==> config.mk <==
export PLATFORM = sky130hd
export DESIGN_NAME = nvdla_rwsp_fifo_ctrl
export DESIGN_NICKNAME = d
export VERILOG_FILES = /design/src/rtl/nvdla_rwsp_fifo_pkg.sv /design/src/rtl/nvdla_rwsp_fifo_oq.sv /design/src/rtl/nvdla_rwsp_fifo_ctrl.sv
export SDC_FILE = /design/constraint.sdc
export NUM_CORES = 1
export LEC_CHECK = 0
export CAP_MARGIN = 10
export CORE_ASPECT_RATIO = 0.6
export CORE_UTILIZATION = 52
export DETAILED_ROUTE_END_ITERATION = 10
export PLACE_DENSITY = 0.8
export SYNTH_ARGS = -nofsm -noshare
export SYNTH_HDL_FRONTEND = slang
export SYNTH_HIERARCHICAL = 1
export SYNTH_SLANG_ARGS = --single-unit
export TNS_END_PERCENT = 20
==> constraint.sdc <==
create_clock -name nvdla_core_clk -period 4 [get_ports nvdla_core_clk]
set_input_delay 1.2 -clock nvdla_core_clk [delete_from_list [all_inputs] [get_ports nvdla_core_clk]]
set_output_delay 1.2 -clock nvdla_core_clk [all_outputs]
set_load 0.05 [all_outputs]
==> src/rtl/nvdla_rwsp_fifo_pkg.sv <==
// -----------------------------------------------------------------------------
// nvdla_rwsp_fifo_pkg
// Shared sizing constants for the RAM-backed FIFO controller and its output
// queue, plus the wrap-around index helper used by the output queue.
//   DEPTH     : RAM entries (power of two)
// AW        : RAM address width, log2(DEPTH)
//   DW        : data width
//   OQ_DEPTH  : output queue entries
//   CNT_W     : width of the total occupancy count (holds DEPTH+OQ_DEPTH)
// -----------------------------------------------------------------------------
package nvdla_rwsp_fifo_pkg;

   localparam int DEPTH     = 256;
   localparam int AW        = 8;
   localparam int DW        = 14;
   localparam int OQ_DEPTH  = 4;
   localparam int CNT_W     = AW + 2;
   localparam int RAM_CNT_W = AW + 1;
   localparam int OQ_CW     = $clog2(OQ_DEPTH + 1);
   localparam int OQ_PW     = $clog2(OQ_DEPTH);

   // Next slot of the output queue ring; written generically so OQ_DEPTH
   // does not have to be a power of two.
   function automatic logic [OQ_PW-1:0] oq_next(input logic [OQ_PW-1:0] idx);
      logic [OQ_PW-1:0] nxt;
      nxt = '0;
      if (idx != OQ_PW'(OQ_DEPTH - 1)) begin
         nxt = idx + 1'b1;
      end
      return nxt;
   endfunction

endpackage

==> src/rtl/nvdla_rwsp_fifo_oq.sv <==
// -----------------------------------------------------------------------------
// nvdla_rwsp_fifo_oq
// Small flop-based FIFO that absorbs the two-cycle RAM read pipeline so the
// consumer sees one entry per cycle. Simultaneous push and pop are allowed at
// any occupancy, including full.
//   clk, rst_n : clock, asynchronous active-low reset
//   i_push     : capture i_data at the tail
//   i_data     : data to capture
//   i_pop      : drop the head entry (ignored when empty)
//   o_count    : number of entries held
//   o_head     : data at the head (0 after reset)
// -----------------------------------------------------------------------------
module nvdla_rwsp_fifo_oq
   import nvdla_rwsp_fifo_pkg::*;
(
   input  logic             clk,
   input  logic             rst_n,
   input  logic             i_push,
   input  logic [DW-1:0]    i_data,
   input  logic             i_pop,
   output logic [OQ_CW-1:0] o_count,
   output logic [DW-1:0]    o_head
);

   logic [DW-1:0]    r_mem [OQ_DEPTH];
   logic [OQ_PW-1:0] r_wr_idx;
   logic [OQ_PW-1:0] r_rd_idx;
   logic [OQ_CW-1:0] r_count;
   logic [OQ_CW-1:0] w_count_next;
   logic             w_pop;

   assign w_pop = i_pop && (r_count != '0);

   always_comb begin
      w_count_next = r_count;
      case ({i_push, w_pop})
         2'b10:   w_count_next = r_count + 1'b1;
         2'b01:   w_count_next = r_count - 1'b1;
         default: w_count_next = r_count;
      endcase
   end

   always_ff @(posedge clk or negedge rst_n) begin
      if (!rst_n) begin
         for (int i = 0; i < OQ_DEPTH; i++) begin
            r_mem[i] <= '0;
         end
         r_wr_idx <= '0;
         r_rd_idx <= '0;
         r_count  <= '0;
      end else begin
         if (i_push) begin
            r_mem[r_wr_idx] <= i_data;
            r_wr_idx        <= oq_next(r_wr_idx);
         end
         if (w_pop) begin
            r_rd_idx <= oq_next(r_rd_idx);
         end
         r_count <= w_count_next;
      end
   end

   assign o_count = r_count;
   assign o_head  = r_mem[r_rd_idx];

   // The parent's read-issue credit rule must keep us from overflowing.
   a_no_overflow: assert property (@(posedge clk) disable iff (!rst_n)
      !(i_push && !w_pop && (r_count == OQ_CW'(OQ_DEPTH))));

endmodule

==> src/rtl/nvdla_rwsp_fifo_ctrl.sv <==
// -----------------------------------------------------------------------------
// nvdla_rwsp_fifo_ctrl
// Valid/ready FIFO controller that drives an external 256xDW two-port RAM
// (registered read address on ram_re, registered output on ram_ore) as a
// queue, with a small output queue hiding the two-cycle read latency.
//   nvdla_core_clk / nvdla_core_rstn : clock, asynchronous active-low reset
//   wr_pvld / wr_prdy / wr_pd        : producer side
//   rd_pvld / rd_prdy / rd_pd        : consumer side (head of output queue)
//   fifo_count                       : entries held (RAM + in flight + OQ)
//   ram_we / ram_wa / ram_di         : RAM write port
//   ram_re / ram_ra / ram_ore        : RAM read address latch / output reg
//   ram_dout                         : RAM registered output
// -----------------------------------------------------------------------------
module nvdla_rwsp_fifo_ctrl
   import nvdla_rwsp_fifo_pkg::*;
(
   input  logic             nvdla_core_clk,
   input  logic             nvdla_core_rstn,
   input  logic             wr_pvld,
   output logic             wr_prdy,
   input  logic [DW-1:0]    wr_pd,
   output logic             rd_pvld,
   input  logic             rd_prdy,
   output logic [DW-1:0]    rd_pd,
   output logic [CNT_W-1:0] fifo_count,
   output logic             ram_we,
   output logic [AW-1:0]    ram_wa,
   output logic [DW-1:0]    ram_di,
   output logic             ram_re,
   output logic [AW-1:0]    ram_ra,
   output logic             ram_ore,
   input  logic [DW-1:0]    ram_dout
);

   logic [AW-1:0]        r_wr_ptr;
   logic [AW-1:0]        r_rd_ptr;
   logic [RAM_CNT_W-1:0] r_ram_cnt;
   logic                 r_re_d1;
   logic                 r_re_d2;

   logic                 w_push;
   logic                 w_issue;
   logic                 w_pop;
   logic [OQ_CW-1:0]     w_oq_cnt;
   logic [OQ_CW:0]       w_credit_used;

   // Ready depends only on registered occupancy, never on wr_pvld.
   assign wr_prdy = (r_ram_cnt != RAM_CNT_W'(DEPTH));
   assign w_push  = wr_pvld && wr_prdy;

   // An issued read owns an OQ slot from the cycle after issue until popped,
   // so OQ entries plus in-flight reads must stay below OQ_DEPTH to issue.
   assign w_credit_used = {1'b0, w_oq_cnt} + (OQ_CW+1)'(r_re_d1) + (OQ_CW+1)'(r_re_d2);
   assign w_issue       = (r_ram_cnt != '0) && (w_credit_used < (OQ_CW+1)'(OQ_DEPTH));

   assign ram_we  = w_push;
   assign ram_wa  = r_wr_ptr;
   assign ram_di  = w_push ? wr_pd : '0;
   assign ram_re  = w_issue;
   assign ram_ra  = r_rd_ptr;
   assign ram_ore = r_re_d1;

   always_ff @(posedge nvdla_core_clk or negedge nvdla_core_rstn) begin
      if (!nvdla_core_rstn) begin
         r_wr_ptr  <= '0;
         r_rd_ptr  <= '0;
         r_ram_cnt <= '0;
         r_re_d1   <= 1'b0;
         r_re_d2   <= 1'b0;
      end else begin
         if (w_push) begin
            r_wr_ptr <= r_wr_ptr + 1'b1;
         end
         if (w_issue) begin
            r_rd_ptr <= r_rd_ptr + 1'b1;
         end
         case ({w_push, w_issue})
            2'b10:   r_ram_cnt <= r_ram_cnt + 1'b1;
            2'b01:   r_ram_cnt <= r_ram_cnt - 1'b1;
            default: r_ram_cnt <= r_ram_cnt;
         endcase
         r_re_d1 <= w_issue;
         r_re_d2 <= r_re_d1;
      end
   end

   assign rd_pvld = (w_oq_cnt != '0);
   assign w_pop   = rd_pvld && rd_prdy;

   // r_re_d2 marks the cycle in which ram_dout carries the issued entry.
   nvdla_rwsp_fifo_oq u_oq (
      .clk     (nvdla_core_clk),
      .rst_n   (nvdla_core_rstn),
      .i_push  (r_re_d2),
      .i_data  (ram_dout),
      .i_pop   (w_pop),
      .o_count (w_oq_cnt),
      .o_head  (rd_pd)
   );

   assign fifo_count = CNT_W'(r_ram_cnt) + CNT_W'(w_oq_cnt)
                     + CNT_W'(r_re_d1) + CNT_W'(r_re_d2);

endmodule
==> flow_metrics.env <==
export IMPL_path_class="flop to output port"
export IMPL_crit_chain="fa_1, ha_2, inv_2, fa_2, nor2b_1, o21ai_1, nand2b_1, nand2b_1, xnor2_2, buf_12"
export IMPL_synth_top_area_share_pct=48.00
export IMPL_clock_latency_ps=340
export IMPL_startpoint="u_oq/o_count[0]"
export IMPL_cp_common_cell="nand2b_1"
export IMPL_path_clk_slew_ps=60
export IMPL_numCtsBuffers=9
export IMPL_use_met1_pct=31.15
export IMPL_avgSynthCellArea_um2=13.00
export IMPL_synth_edf_count=0
export IMPL_dp_hpwl_um=7318
export IMPL_synth_async_reset_ratio_pct=100.0
export IMPL_rr_startpoint="r_ram_cnt[0]"
export IMPL_status="finished clean"
export IMPL_r2r_end="r_ram_cnt[8]"
export IMPL_synth_top_cells_by_count="dfrtp_1, mux2_2, xnor2_1, ha_1"
export IMPL_cts_root_buf="clkbuf_16"
export IMPL_drt_iter0_drc=118
export IMPL_core_area_um2=8621
export IMPL_worst_slew_pin_slew_ps=750.1
export IMPL_relSlewSlack_pct=49.99
export IMPL_critical_path_slowest_cell="fa_1"
export IMPL_crit_path_max_incr_delay_ps=500
export IMPL_diodes=0
export IMPL_grt_util_met2_pct=35.73
export IMPL_grt_pass1_wl_um=16050
export IMPL_synth_top_cell_by_area="dfrtp_1"
export IMPL_synthesis_area_um2=4692
export IMPL_rrSetupSlack_ps=510
export IMPL_grt_pass1_vias=3205
export IMPL_wl_per_cell_um=17.51
export IMPL_grt_overflow=0
export IMPL_cp_max_fo=6
export IMPL_dieArea_um2=9420
export IMPL_synth_most_common_cell="dfrtp_1"
export IMPL_cts_max_path_buffers=2
export IMPL_synth_ff_type="dfrtp_1"
export IMPL_hold_path_class="flop to flop"
export IMPL_max_freq_ghz=0.2541
export IMPL_whs_ps=488.2
export IMPL_finClkSkew_ps=6.629
export IMPL_antenna_found_initial=0
export IMPL_grt_busiest_layer="met2"
export IMPL_yosysWarningCount=6
export IMPL_drc=0
export IMPL_die_h_um=75.58
export IMPL_rows=26
export IMPL_finalSetupViolCount=0
export IMPL_post_drt_via_cell_ratio=5.475
export IMPL_grt_use_met3_pct=5.548
export IMPL_r2r_cells=13
export IMPL_hold_viol_final=0
export IMPL_yosysSeqAreaShare_pct=48.00
export IMPL_first_pass_iters=5
export IMPL_synth_seq_cells=90
export IMPL_htreeDepth=3
export IMPL_slew_violations=0
export IMPL_cts_tree="built"
export IMPL_nets=519
export IMPL_yosysUniqueCellTypes=42
export IMPL_fin_crit_ps=3935
export IMPL_grt_util_all_layers_pct=22.35
export IMPL_cp_arrival_ps=2740
export IMPL_ioPinCount=91
export IMPL_routed_wl_um=10100
export IMPL_maxCapViolations=0
export IMPL_areaGrowthSynthToFinish_pct=33.23
export IMPL_cts_sinks=90
export IMPL_drtAntennaViolNets=0
export IMPL_gp_congestion=0.8822
export IMPL_end_kind="output port"
export IMPL_synth_fp_nets=420
export IMPL_drive_above_1_share_pct=29.25
export IMPL_cts_hold_buf=0
export IMPL_endpoint="fifo_count[8]"
export IMPL_io_buffers=90
export IMPL_netlist_top_cells_area="dfrtp_1, mux2_2, mux4_2"
export IMPL_syn_inst=361
export IMPL_start_util_pct=54.43
export IMPL_fin_crit_sh_pct=98.38
export IMPL_cp_required_ps=2800
export IMPL_via_count=3159
export IMPL_grt_max_degree=59
export IMPL_die_w_um=124.6
export IMPL_crit_path_start_kind="flop"
export IMPL_grt_setup_unrepaired="yes"
## worst min-delay path by stage
stage / depth (start not counted) / endpoint / start / slack [ps]
6_report: 1 / ram_ra[7] / ram_ra[7] / 490
5_1_grt: 1 / u_oq/r_mem[18] / u_oq/r_mem[18] / 500
4_1_cts: 1 / ram_ra[7] / ram_ra[7] / 490
3_5_place_dp: 1 / ram_ra[7] / ram_ra[7] / 480
3_3_place_gp: 1 / ram_ra[7] / ram_ra[7] / 460
2_1_floorplan: 1 / u_oq/r_mem[14] / u_oq/r_mem[14] / 470
## cells by family after synthesis
family / synth area share, %
AOI/OAI and AO/OA: 4.533
xor gates and xnor gates: 5.973
adders and majority gates: 7.840
buffers and inverters: 3.280
DFF: 48.00
muxes: 21.63
and+or+nand+nor: 8.746
## flip-flops by register name, indices dropped and copies added, names as in the netlist
name	cells
r_ram_cnt	9
r_re_d2	1
ram_ore	1
ram_ra	8
ram_wa	8
u_oq/o_count	3
u_oq/r_mem	56
u_oq/r_rd_idx	2
u_oq/r_wr_idx	2
## worst max-delay path: cells and delay by family, from the launching register on
kind | cells | cell delay (ps)
flip-flops | 1 | 460
AND/OR/NAND/NOR | 3 | 400
buffers and inverters | 2 | 200
AO/OA/AOI/OAI | 1 | 80
adder cells (fa/ha/maj) | 3 | 1040
XOR/XNOR | 1 | 220
## cells in the final DEF (no fill, tap or decap), types with 2 or more instances in the layout
master,count
a21o_1,4
clkdlybuf4s50_1,65
mux2_2,59
dfrtp_2,2
xnor2_1,22
xor2_1,8
clkbuf_8,2
or3_1,2
fa_1,3
dfrtp_1,88
buf_12,20
and2_1,15
nor2_1,4
o211ai_1,2
clkbuf_16,9
nor3_1,3
mux2i_1,2
nand3_1,3
clkinvlp_4,2
and3_1,4
nand4_1,9
mux4_2,14
ha_1,22
nand2b_1,3
xnor2_2,2
nor3b_1,4
buf_4,16
a21oi_1,9
inv_1,17
nand2_1,18
o21ai_0,10
## what timing repair did
item | 4_1_cts | 5_1_grt
buffers inserted | 2 | 2
hold endpoints to repair | 0 | 0
gates resized for setup | 5 | 3
endpoints found under the setup margin | 2 | 2
pin swaps | 1 | 5
## layout make-up
class | instances | area [um2]
Multi-Input combinational cell | 240 | 2311
Timing Repair Buffer | 101 | 1171
Clock buffer | 12 | 256.5
Sequential cell | 90 | 2255
Inverter | 18 | 67.56
Tap cell | 112 | 140.1
Clock inverter | 4 | 50.05
Fill cell | 589 | 2370
## per-layer routing
layer | up-vias | share of wire (%)
met5 | - | 0
met4 | 0 | 0.78
met3 | 8 | 4.7
met2 | 79 | 47
met1 | 1582 | 48
li1 | 1490 | -
## stage by stage
stage	instance area (um2)	setup TNS, ps	utilization [%]	setup WS (ps)	cells
after floorplan	4700	-222.6	-	-152.2	361
after global placement	5894	0	68.37	294.5	557
after detailed placement	5894	0	68.37	161.3	557
after CTS	6233	0	72.31	49.75	575
after global routing	6251	-63.99	72.51	-32.95	577
final	6251	0	72.51	64.84	577
Power is not shown: default switching activity piles up to over one toggle a cycle in this logic, so the estimate is an artifact.
